--- src/rtl/pipe_pkg.sv ---
// Purpose : shared types and widths for the pipeline hazard controller.
// Latency : n/a (declarations only).
// Backpressure: n/a.
// Contents: REG_W register-index width, MD_CNT_W mult/div counter width,
//           md_state_t mult/div FSM state enum (IDLE, BUSY).
package pipe_pkg;

  // Matches the forwarding unit's register-index width.
  localparam int REG_W = 6;

  // Wide enough for the largest legal mult/div occupancy (255 cycles).
  localparam int MD_CNT_W = 8;

  typedef enum logic {
    IDLE = 1'b0,
    BUSY = 1'b1
  } md_state_t;

endpackage

--- src/rtl/md_tracker.sv ---
// Purpose : tracks occupancy of the shared multi-cycle mult/div unit.
// Latency : MD_Start at cycle t -> MD_Busy high for cycles t+1 .. t+MD_LAT.
// Backpressure: none here; the caller holds dependent instructions while MD_Busy.
// Ports   : clk, reset (sync, active-high), MD_Start (issue pulse),
//           MD_Busy (registered, high while an operation is in flight).
import pipe_pkg::*;

module md_tracker #(
  parameter int MD_LAT = 32
) (
  input  logic clk,
  input  logic reset,
  input  logic MD_Start,
  output logic MD_Busy
);

  md_state_t             state;
  logic [MD_CNT_W-1:0]   cnt;

  // Counter loads MD_LAT-1 on issue; BUSY is left on the cycle after the
  // counter reaches zero, giving exactly MD_LAT busy cycles.
  always_ff @(posedge clk) begin
    if (reset) begin
      state   <= IDLE;
      cnt     <= '0;
      MD_Busy <= 1'b0;
    end else begin
      case (state)
        IDLE: begin
          if (MD_Start) begin
            state   <= BUSY;
            cnt     <= MD_CNT_W'(MD_LAT - 1);
            MD_Busy <= 1'b1;
          end
        end
        BUSY: begin
          if (cnt == '0) begin
            state   <= IDLE;
            MD_Busy <= 1'b0;
          end else begin
            cnt <= cnt - MD_CNT_W'(1);
          end
        end
        default: begin
          state   <= IDLE;
          MD_Busy <= 1'b0;
        end
      endcase
    end
  end

endmodule

--- src/rtl/hazard_ctrl.sv ---
// Purpose : pipeline sequencing for hazards forwarding cannot fix: load-use
//           stalls, wrong-path squash on jump/taken branch, mult/div scheduling.
// Latency : all controls combinational from current inputs and MD state.
// Backpressure: stalls IF/ID (PC_Wr=0, IFID_Wr=0) and bubbles ID/EX.
// Ports   : clk, reset (sync, active-high); IFID_rs/rt/UsesRt, IDEX_MemRd/rt,
//           ID_Jump, EX_BrTaken, ID_MulDiv, ID_ReadHiLo in; PC_Wr, IFID_Wr,
//           IFID_Flush, IDEX_Flush, MD_Start, MD_Busy out.
// Config  : DELAY_SLOT_EN defined -> the instruction after a jump/branch executes.
import pipe_pkg::*;

module hazard_ctrl #(
  parameter int REG_W  = pipe_pkg::REG_W,
  parameter int MD_LAT = 32
) (
  input  logic             clk,
  input  logic             reset,
  input  logic [REG_W-1:0] IFID_rs,
  input  logic [REG_W-1:0] IFID_rt,
  input  logic             IFID_UsesRt,
  input  logic             IDEX_MemRd,
  input  logic [REG_W-1:0] IDEX_rt,
  input  logic             ID_Jump,
  input  logic             EX_BrTaken,
  input  logic             ID_MulDiv,
  input  logic             ID_ReadHiLo,
  output logic             PC_Wr,
  output logic             IFID_Wr,
  output logic             IFID_Flush,
  output logic             IDEX_Flush,
  output logic             MD_Start,
  output logic             MD_Busy
);

  logic load_use;
  logic md_hold;
  logic stall_id;
  logic id_squashed;

  // $0 is hardwired zero, so a load targeting it never creates a dependence.
  assign load_use = IDEX_MemRd && (IDEX_rt != '0) &&
                    ((IDEX_rt == IFID_rs) || (IFID_UsesRt && (IDEX_rt == IFID_rt)));

  assign md_hold  = MD_Busy && (ID_MulDiv || ID_ReadHiLo);
  assign stall_id = load_use || md_hold;

`ifdef DELAY_SLOT_EN
  // With a delay slot the ID instruction behind a taken branch is real work.
  assign id_squashed = 1'b0;
`else
  assign id_squashed = EX_BrTaken;
`endif

  // Issue only a mult/div that is neither held nor on the wrong path.
  assign MD_Start = ID_MulDiv && !stall_id && !reset && !id_squashed;

  always_comb begin
    PC_Wr      = 1'b1;
    IFID_Wr    = 1'b1;
    IFID_Flush = 1'b0;
    IDEX_Flush = 1'b0;
    if (reset) begin
      PC_Wr      = 1'b0;
      IFID_Wr    = 1'b0;
      IFID_Flush = 1'b1;
      IDEX_Flush = 1'b1;
    end else if (EX_BrTaken) begin
`ifdef DELAY_SLOT_EN
      if (stall_id) begin
        // Fetch the target while the held delay slot stays in IF/ID.
        IFID_Wr    = 1'b0;
        IDEX_Flush = 1'b1;
      end else begin
        IFID_Flush = 1'b1;
      end
`else
      IFID_Flush = 1'b1;
      IDEX_Flush = 1'b1;
`endif
    end else if (stall_id) begin
      // A stalled jump also lands here: it must not redirect yet.
      PC_Wr      = 1'b0;
      IFID_Wr    = 1'b0;
      IDEX_Flush = 1'b1;
    end else if (ID_Jump) begin
`ifndef DELAY_SLOT_EN
      IFID_Flush = 1'b1;
`endif
    end
  end

  // Flushes never reach the tracker, so an issued mult/div always completes
  // unless reset abandons it.
  md_tracker #(
    .MD_LAT (MD_LAT)
  ) u_md_tracker (
    .clk      (clk),
    .reset    (reset),
    .MD_Start (MD_Start),
    .MD_Busy  (MD_Busy)
  );

endmodule

--- config.mk ---
export PLATFORM = sky130hd
export DESIGN_NAME = hazard_ctrl
export DESIGN_NICKNAME = d
export VERILOG_FILES = /design/src/rtl/pipe_pkg.sv /design/src/rtl/md_tracker.sv /design/src/rtl/hazard_ctrl.sv
export SDC_FILE = /design/constraint.sdc
export NUM_CORES = 1
export LEC_CHECK = 0
export CAP_MARGIN = 25
export CORE_ASPECT_RATIO = 0.75
export CORE_MARGIN = 3
export CORE_UTILIZATION = 40
export DETAILED_ROUTE_END_ITERATION = 16
export PLACE_DENSITY = 0.77
export SKIP_LAST_GASP = 1
export SLEW_MARGIN = 5
export SYNTH_ARGS = -nofsm -noshare
export SYNTH_HDL_FRONTEND = slang
export SYNTH_SLANG_ARGS = --single-unit
--- constraint.sdc ---
create_clock -name clk -period 2.4 [get_ports clk]
set_input_delay 0.48 -clock clk [delete_from_list [all_inputs] [get_ports clk]]
set_output_delay 0.48 -clock clk [all_outputs]
set_load 0.03 [all_outputs]
==> flow_metrics.env, run 1 <==
export IMPL_whs_ns=0.499
export IMPL_ys_flop_type="dfxtp_1"
export IMPL_synth_nets=119
export IMPL_dieArea_sq_mm=0.00257
export IMPL_final_common_cell="buf_4"
export IMPL_path_max_fanout=3
export IMPL_cts_tree="done"
export IMPL_vias_per_cell=5.47
export IMPL_preCtsSetupSlack_ns=-0.600
export IMPL_path_class="input port to primary output"
export IMPL_grt_pass1_vias=874
export IMPL_vdd_drop_max_uv=316
export IMPL_place_congestion=0.817
export IMPL_crit_path_start_kind="input port"
export IMPL_start_util_pct=44.1
export IMPL_fin_util_pct=71.0
export IMPL_cts_made_buffers=3
export IMPL_skew_ns=0.00518
export IMPL_wl_per_cell_um=15.2
export IMPL_worstPathArrival_ns=1.98
export IMPL_die_h_um=44.6
export IMPL_root_buffer="clkbuf_4"
export IMPL_dp_hpwl_um=1930
export IMPL_wl_met2_um=1230
export IMPL_min_period_ns=2.46
export IMPL_synthCells=91
export IMPL_worstMarginPinSlew_ns=0.418
export IMPL_layout_cells_non_filler=161
export IMPL_setup_worst_path_end_class="primary output"
export IMPL_p_per_area_mw_per_mm2=411
export IMPL_h_tree_depth=1
export IMPL_setup_slack_ns=-0.0597
export IMPL_dp_cells=155
export IMPL_antenna_found_initial=0
export IMPL_netlist_area_sq_um=796
export IMPL_grt_max_degree=10
export IMPL_port_buffers=31
export IMPL_synth_area_leaders="dfxtp_1 (25%), xnor2_1 (8.8%), xor2_1 (6.6%)"
export IMPL_synth_async_reset_ratio_pct=0
export IMPL_via_count=880
export IMPL_hold_class="flip-flop to flip-flop"
export IMPL_grt_pass1_wl_um=4030
export IMPL_drive_gt1_share_pct=34.5
export IMPL_status="finished with violations"
export IMPL_core_area_sq_mm=0.00181
export IMPL_overflow=0
export IMPL_cts_sinks=10
export IMPL_routed_wl_um=2450
export IMPL_yosysWarnings=0
export IMPL_slew_headroom_pct=71.9
export IMPL_io_pins=32
export IMPL_drc=0
export IMPL_rows=13
export IMPL_met1_length_um=1010
export IMPL_grt_total_usage_pct=21.0
export IMPL_synth_cell_type_count=37
export IMPL_finalSetupViolations=1
export IMPL_wl_met3_um=170
export IMPL_fin_crit_sh_pct=102
export IMPL_dr_max_layer_used="met4"
export IMPL_synth_edf_count=0
export IMPL_required_ns=1.92
export IMPL_yosysSeqAreaShare_pct=25.2
export IMPL_synth_top_area_share_pct=25.2
export IMPL_n_antenna_cell=0
export IMPL_max_cap_viol_count=0
export IMPL_dieWidth_um=57.5
export IMPL_leakagePower_nw=0.522
export IMPL_yosys_area_top_type="dfxtp_1"
export IMPL_rsz0062_at_grt="yes"
export IMPL_drt_first_pass_iters=4
export IMPL_drv_slew=0
export IMPL_violations="negative setup slack"
export IMPL_synth_seq_cells=10
export IMPL_final_hold_violation_count=0
export IMPL_max_freq_ghz=0.407
export IMPL_area_delta_synth_final_pct=61.0
export IMPL_mostFrequentLayoutCells="buf_4 (15), dfxtp_1 (10), dlygate4sd2_1 (9)"
export IMPL_clockBufferDepth=2
export IMPL_ant_nets=0
export IMPL_clk_pin_slew_ns=0.07
export IMPL_n_fill_cell=142
export IMPL_finalNetCount=169
export IMPL_multi_input_area_sq_um=591
export IMPL_syn_area_per_cell_sq_um=8.74
export IMPL_seq_area_sq_um=200
export IMPL_dr_first_iter_drc_count=31
export IMPL_clk_latency_ns=0.27
==> report_power, final <==
group,total (mW),switching (mW),internal [mW]
Sequential,0.191,0.0134,0.177
Clock,0.117,0.0594,0.0580
Combinational,0.218,0.106,0.112
Total,0.526,0.179,0.347
==> path summary, 6_finish.rpt <==
| path | to | slack [ns] | depth (start not counted) | from |
|---|---|---|---|---|
| max | IFID_Flush | -0.06 | 9 | IDEX_rt[1] |
| min reg2reg | u_md_tracker.MD_Busy$_SDFFE_PP0P_ | 0.50 | 2 | u_md_tracker.MD_Busy$_SDFFE_PP0P_ |
| max reg2reg | u_md_tracker.cnt[4]$_SDFFE_PP0P_ | 0.41 | 5 | u_md_tracker.cnt[5]$_SDFFE_PP0P_ |
| min | u_md_tracker.MD_Busy$_SDFFE_PP0P_ | 0.50 | 2 | u_md_tracker.MD_Busy$_SDFFE_PP0P_ |
==> cells by family after synthesis <==
kind of cell    Yosys count  synth area share (%)
compound gates           22                  28.0
fa+ha+maj                 2                  3.14
flops                    10                  25.2
simple gates             33                  22.2
buf+inv                  10                  6.13
xor+xnor                 14                  15.4
==> Yosys cell counts, types with 3 or more instances <==
library cell and n:
dfxtp_1 10, xnor2_1 8, inv_1 7, nor2_1 7
a21oi_1 6, nand3_1 6, xor2_1 6, nand2_1 5
nor3_1 3
==> through the flow <==
stage | total power [mW] | area, sq um | setup TNS [ns]
2_1_floorplan | 0.308 | 797 | 0
3_3_place_gp | 0.397 | 1210 | -2.07
3_5_place_dp | 0.403 | 1210 | -2.48
4_1_cts | 0.519 | 1260 | -0.0429
5_1_grt | 0.557 | 1280 | -0.219
6_report | 0.526 | 1280 | -0.0597
==> per-layer routing <==
metal	vias up	GRT usage, %
met5	-	0
met4	0	5.09
met3	7	6.12
met2	37	36.3
met1	410	25.8
li1	426	-
==> final cells by class <==
cell class,instances,area share [%]
inverters,7,2.05
flip-flops and latches,10,15.6
clock buffers,3,1.76
multi-input cells,71,46.1
repair buffers,48,32.3
well taps,22,2.15
==> worst max-delay path: stages <==
cell,delay [ns]
buf_6,0.09
buf_6,0.11
xor2_2,0.14
nor4_2,0.32
a2bb2oi_2,0.11
o21a_1,0.20
buf_6,0.12
a211o_1,0.26
buf_6,0.14
==> flip-flops by register name (all words and copies together) (netlist names) <==
name	count
u_md_tracker.MD_Busy	1
u_md_tracker.cnt	8
u_md_tracker.state	1
==> what timing repair did <==
action	in CTS	in global routing
setup buffers	2	1
gates resized for setup	50	8
setup endpoints to repair	5	5
hold endpoints to repair	0	0
hold buffers	0	0
pin swaps	18	1
Power figures use the tool's default switching activity.
==> run 2: changes to the inputs <==
--- a/config.mk
+++ b/config.mk
@@ -10,6 +10,8 @@
 export CORE_MARGIN = 3
 export CORE_UTILIZATION = 40
 export DETAILED_ROUTE_END_ITERATION = 16
+export GPL_TIMING_DRIVEN = 0
+export HOLD_SLACK_MARGIN = 0.12
 export PLACE_DENSITY = 0.77
 export SKIP_LAST_GASP = 1
 export SLEW_MARGIN = 5
==> flow_metrics.env, run 2 (synthesis gave the netlist of run 1 again) <==
export IMPL_dieWidth_um=57.5
export IMPL_mostFrequentLayoutCells="dfxtp_1 (10), inv_1 (7), nor2_1 (7)"
export IMPL_wl_per_cell_um=15.6
export IMPL_fin_crit_sh_pct=99.0
export IMPL_clockBufferDepth=2
export IMPL_worstPathArrival_ns=1.90
export IMPL_p_per_area_mw_per_mm2=463
export IMPL_vdd_drop_max_uv=357
export IMPL_grt_pass1_wl_um=4130
export IMPL_core_area_sq_mm=0.00181
export IMPL_finalSetupViolations=0
export IMPL_io_pins=32
export IMPL_drt_first_pass_iters=4
export IMPL_dieArea_sq_mm=0.00257
export IMPL_dr_first_iter_drc_count=32
export IMPL_slew_headroom_pct=64.8
export IMPL_drc=0
export IMPL_critPathBufInv=3
export IMPL_area_delta_synth_final_pct=50.5
export IMPL_max_freq_ghz=0.421
export IMPL_grt_total_usage_pct=21.0
export IMPL_largest_reg_flops=8
export IMPL_dp_hpwl_um=1810
export IMPL_finalNetCount=157
export IMPL_setup_slack_ns=0.0239
export IMPL_cts_sinks=10
export IMPL_final_hold_violation_count=0
export IMPL_preCtsSetupSlack_ns=-0.991
export IMPL_routed_wl_um=2330
export IMPL_n_antenna_cell=0
export IMPL_grt_max_degree=11
export IMPL_fin_util_pct=66.3
export IMPL_top_regs="u_md_tracker.cnt: 8 flops, u_md_tracker.MD_Busy: 1 flops, u_md_tracker.state: 1 flops"
export IMPL_path_class="input port to primary output"
export IMPL_overflow=0
export IMPL_place_congestion=0.815
export IMPL_crit_path_start_kind="input port"
export IMPL_setup_worst_path_end_class="primary output"
export IMPL_h_tree_depth=1
export IMPL_seq_area_sq_um=200
export IMPL_max_cap_viol_count=0
export IMPL_hold_class="flip-flop to flip-flop"
export IMPL_clk_latency_ns=0.27
export IMPL_max_stage_delay_ns=0.53
export IMPL_hp_start="u_md_tracker.MD_Busy$_SDFFE_PP0P_"
export IMPL_cpLargestDelayFamily="compound AO/OA/AOI/OAI gates"
export IMPL_drv_slew=0
export IMPL_via_count=863
export IMPL_status="finished, final reports clean"
export IMPL_top_register="u_md_tracker.cnt"
export IMPL_tns_ns=0
export IMPL_startpoint="IDEX_rt[3]"
export IMPL_grt_pass1_vias=853
export IMPL_cp_cell_sequence="buf_8, or4_4, o31ai_4, o21a_1, o21a_2, buf_6, buf_6"
export IMPL_port_buffers=30
export IMPL_power_total_uw=555
export IMPL_final_common_cell="dfxtp_1"
export IMPL_rows=13
export IMPL_cts_made_buffers=3
export IMPL_ant_nets=0
export IMPL_postCtsHoldBufs=0
export IMPL_leakagePower_nw=0.478
export IMPL_reg2reg_from="u_md_tracker.cnt[5]$_SDFFE_PP0P_"
export IMPL_clk_pin_slew_ns=0.07
export IMPL_vias_per_cell=5.75
export IMPL_whs_ns=0.510
export IMPL_crit_top_cell="buf_6"
export IMPL_start_util_pct=44.1
export IMPL_crit_slowest_cell="or4_4"
export IMPL_path_max_fanout=4
export IMPL_drive_gt1_share_pct=30.5
export IMPL_min_period_ns=2.38
export IMPL_skew_ns=0.00379
export IMPL_antenna_found_initial=0
export IMPL_rsz0062_at_grt="yes"
export IMPL_required_ns=1.92
export IMPL_cts_tree="done"
export IMPL_worstMarginPinSlew_ns=0.528
export IMPL_root_buffer="clkbuf_4"
export IMPL_die_h_um=44.6
export IMPL_multi_input_area_sq_um=596
export IMPL_n_fill_cell=152
run 2: through the flow:
| step | area [sq um] | cells |
|---|---|---|
| 2_1_floorplan | 797 | 91 |
| 6_report | 1200 | 150 |
| 5_1_grt | 1200 | 150 |
| 3_3_place_gp | 1120 | 143 |
| 4_1_cts | 1180 | 150 |
| 3_5_place_dp | 1120 | 143 |
run 2: tightest hold or removal path, delay by kind of cell, from the launching register on:
| family | cells | cell delay (ns) |
|---|---|---|
| and+or+nand+nor | 1 | 0.07 |
| AOI/OAI and AO/OA | 1 | 0.05 |
| DFF | 1 | 0.35 |
run 2: worst paths after layout:
check                                                          to  slack [ns]  cells after the start
worst max-delay path                                        PC_Wr        0.02                      7
worst min-delay path            u_md_tracker.MD_Busy$_SDFFE_PP0P_        0.51                      2
worst max register to register   u_md_tracker.cnt[5]$_SDFFE_PP0P_        0.48                      5
worst min register to register  u_md_tracker.MD_Busy$_SDFFE_PP0P_        0.51                      2
run 2: cell type report:
class	count	area share, %
Buffer	3	2.19
Clock buffer	4	3.03
Inverter	7	2.19
Multi-Input combinational cell	71	49.7
Sequential cell	10	16.7
Tap cell	22	2.30
Timing Repair Buffer	33	23.8
run 2: routing by layer:
layer  global-route usage (%)  vias to the layer above  part of all wire (%)
li1                         -                      402                     -
met1                     25.4                      397                    39
met2                     36.3                       52                    48
met3                     7.87                       12                    10
met4                     3.70                        0                   2.5
met5                        0                        -                     0
run 2: what timing repair did:
item / CTS / global route
resized for setup: 77 / 17
pin swaps: 17 / 10
setup buffers: 3 / 0
endpoints found under the setup margin: 5 / 5
run 2: power breakdown:
group          switching (mW)  internal [mW]
sequential             0.0137          0.177
clock                  0.0680         0.0923
combinational           0.105         0.0980
==> run 3: changes to the inputs <==
--- a/config.mk
+++ b/config.mk
@@ -12,9 +12,10 @@
 export DETAILED_ROUTE_END_ITERATION = 16
 export GPL_TIMING_DRIVEN = 0
 export HOLD_SLACK_MARGIN = 0.12
-export PLACE_DENSITY = 0.77
+export PLACE_DENSITY_LB_ADDON = 0.15
 export SKIP_LAST_GASP = 1
 export SLEW_MARGIN = 5
 export SYNTH_ARGS = -nofsm -noshare
 export SYNTH_HDL_FRONTEND = slang
+export SYNTH_HIERARCHICAL = 1
 export SYNTH_SLANG_ARGS = --single-unit
==> flow_metrics.env, run 3 <==
export IMPL_use_met3_pct=5.36
export IMPL_clockBufferDepth=2
export IMPL_synth_seq_cells=10
export IMPL_routed_wl_um=2070
export IMPL_drc=0
export IMPL_core_area_sq_mm=0.00162
export IMPL_antenna_found_initial=0
export IMPL_die_h_um=43.7
export IMPL_preCtsSetupSlack_ns=-0.570
export IMPL_root_buffer="clkbuf_4"
export IMPL_worstMarginPinSlew_ns=0.764
export IMPL_grt_total_usage_pct=15.7
export IMPL_required_ns=1.92
export IMPL_path_class="input port to primary output"
export IMPL_via_count=826
export IMPL_synth_nets=116
export IMPL_n_fill_cell=129
export IMPL_top_register="u_md_tracker/cnt"
export IMPL_postCtsHoldBufs=0
export IMPL_synth_cell_type_count=37
export IMPL_min_period_ns=2.35
export IMPL_gr_max_usage_layer="met2"
export IMPL_setup_slack_ns=0.0506
export IMPL_area_delta_synth_final_pct=48.8
export IMPL_clk_latency_ns=0.27
export IMPL_yosys_area_top_type="dfxtp_1"
export IMPL_drive_gt1_share_pct=16.9
export IMPL_drt_first_pass_iters=4
export IMPL_p_per_area_mw_per_mm2=428
export IMPL_n_antenna_cell=0
export IMPL_yosysWarnings=6
export IMPL_synth_edf_count=0
export IMPL_hold_class="flip-flop to flip-flop"
export IMPL_h_tree_depth=1
export IMPL_ys_flop_type="dfxtp_1"
export IMPL_largest_reg_flops=8
export IMPL_setup_worst_path_end_class="primary output"
export IMPL_finalSetupViolations=0
export IMPL_worstPathArrival_ns=1.87
export IMPL_port_buffers=31
export IMPL_grt_pass1_vias=723
export IMPL_crit_path_start_kind="input port"
export IMPL_met2_usage_pct=26.3
export IMPL_final_hold_violation_count=0
export IMPL_synth_top_area_share_pct=26.4
export IMPL_synth_area_leaders="dfxtp_1 (26%), xnor2_1 (14%), nor2_1 (4.5%)"
export IMPL_syn_area_per_cell_sq_um=8.51
export IMPL_top_regs="u_md_tracker/cnt: 8 flops, u_md_tracker/MD_Busy: 1 flops, u_md_tracker/state: 1 flops"
export IMPL_clk_pin_slew_ns=0.06
export IMPL_cp_cell_sequence="clkdlybuf4s50_1, xnor2_1, nand4_1, o22ai_2, buf_4, a31oi_4, buf_6"
export IMPL_slew_headroom_pct=48.7
export IMPL_wl_per_cell_um=14.3
export IMPL_max_stage_delay_ns=0.47
export IMPL_rows=12
export IMPL_overflow=0
export IMPL_dieWidth_um=56.2
export IMPL_path_max_fanout=4
export IMPL_met1_usage_pct=20.1
export IMPL_mostFrequentLayoutCells="clkdlybuf4s50_1 (18), xnor2_1 (12), dfxtp_1 (10)"
export IMPL_cts_made_buffers=3
export IMPL_max_freq_ghz=0.426
export IMPL_place_congestion=0.767
export IMPL_crit_slowest_cell="clkdlybuf4s50_1"
export IMPL_skew_ns=0.00408
export IMPL_dr_first_iter_drc_count=42
export IMPL_cts_tree="done"
export IMPL_io_pins=32
export IMPL_critPathBufInv=3
export IMPL_finalNetCount=153
export IMPL_power_total_uw=482
export IMPL_netlist_area_sq_um=757
export IMPL_cpLargestDelayFamily="buffers and inverters"
export IMPL_final_common_cell="clkdlybuf4s50_1"
export IMPL_dieArea_sq_mm=0.00246
export IMPL_seq_area_sq_um=200
export IMPL_cts_sinks=10
export IMPL_start_util_pct=46.7
export IMPL_vdd_drop_max_uv=346
export IMPL_grt_pass1_wl_um=3040
export IMPL_rsz0062_at_grt="yes"
export IMPL_drv_slew=0
export IMPL_multi_input_area_sq_um=537
export IMPL_ant_nets=0
export IMPL_yosys_cell_count_top_type="xnor2_1"
export IMPL_synth_commonest_cells="xnor2_1 (12), dfxtp_1 (10), nor2_1 (9), nand2_1 (6), a21oi_1 (5)"
export IMPL_leakagePower_nw=0.404
export IMPL_grt_max_degree=11
export IMPL_fin_crit_sh_pct=97.9
export IMPL_dp_hpwl_um=1620
export IMPL_synth_async_reset_ratio_pct=0
export IMPL_status="finished, final reports clean"
export IMPL_yosysSeqAreaShare_pct=26.4
export IMPL_synthCells=89
export IMPL_max_cap_viol_count=0
export IMPL_vias_per_cell=5.70
run 3: cell count changes after synthesis, moves of 2 or more:
cell,before,now
a211oi_1,0,3
a31o_2,0,2
and3_1,2,0
inv_1,7,2
nor3b_1,0,3
nor2b_1,0,2
a31oi_1,0,3
nor2_1,7,9
xor2_1,6,0
o21a_1,2,0
nand3_1,6,2
or2b_1,0,2
xnor2_1,8,12
run 3: area by class of cell:
class | instances | share of cell area [%]
plain buffers | 2 | 1.78
clock buffers | 3 | 2.00
inverters | 2 | 0.667
multi-input cells | 74 | 47.7
flip-flops and latches | 10 | 17.8
well taps | 21 | 2.33
repair buffers | 33 | 27.8
run 3: kinds of logic (layout without fill, tap and decap cells):
logic type / after synthesis / after routing / synth area share [%]
buffers and inverters: 5 / 40 / 4.63
xor gates and xnor gates: 12 / 12 / 13.9
muxes: 1 / 1 / 1.49
DFF: 10 / 10 / 26.4
adders and majority gates: 1 / 1 / 1.65
AOI/OAI and AO/OA: 24 / 24 / 24.3
and+or+nand+nor: 36 / 36 / 27.6
run 3: timing repair:
item                       CTS  global route
cloned                       0             0
resized for setup           39             4
pin swaps                    5             4
setup endpoints to repair    5             4
setup buffers                2             0
run 3: worst paths after layout:
kind / slack, ns / start / endpoint / cells after the start
hold reg to reg: 0.52 / u_md_tracker/cnt[0]$_SDFFE_PP0P_ / u_md_tracker/cnt[0]$_SDFFE_PP0P_ / 2
hold / removal: 0.52 / u_md_tracker/cnt[0]$_SDFFE_PP0P_ / u_md_tracker/cnt[0]$_SDFFE_PP0P_ / 2
setup / recovery: 0.05 / IFID_rt[3] / MD_Start / 7
setup reg to reg: 0.64 / u_md_tracker/cnt[0]$_SDFFE_PP0P_ / u_md_tracker/cnt[5]$_SDFFE_PP0P_ / 5
run 3: report_power, final:
| part | total, mW | switching, mW | internal (mW) |
|---|---|---|---|
| Combinational | 0.178 | 0.0868 | 0.0909 |
| Sequential | 0.188 | 0.0112 | 0.177 |
| Clock | 0.116 | 0.0580 | 0.0580 |
| Total | 0.482 | 0.156 | 0.326 |
run 3: worst min-delay path, stage by stage (launching register included):
cell and delay (ns):
dfxtp_1 0.33, inv_1 0.08, a211oi_1 0.06
run 3: layer usage:
metal,share of wire [%],vias up
li1,-,409
met1,46,378
met3,5.5,8
met4,1.3,0
met5,0,-
met2,47,31
run 3: per-stage QoR:
step	cell area, sq um	hold WS [ns]	TNS [ns]	util (%)	std cells
final	1130	0.523	0	69.4	145
after global routing	1130	0.548	-0.0421	69.4	145
after CTS	1120	0.520	0	69.1	146
after detailed placement	1090	0.506	-2.69	67.4	141
after global placement	1090	0.498	-2.81	67.4	141
after floorplan	757	0.468	0	-	89
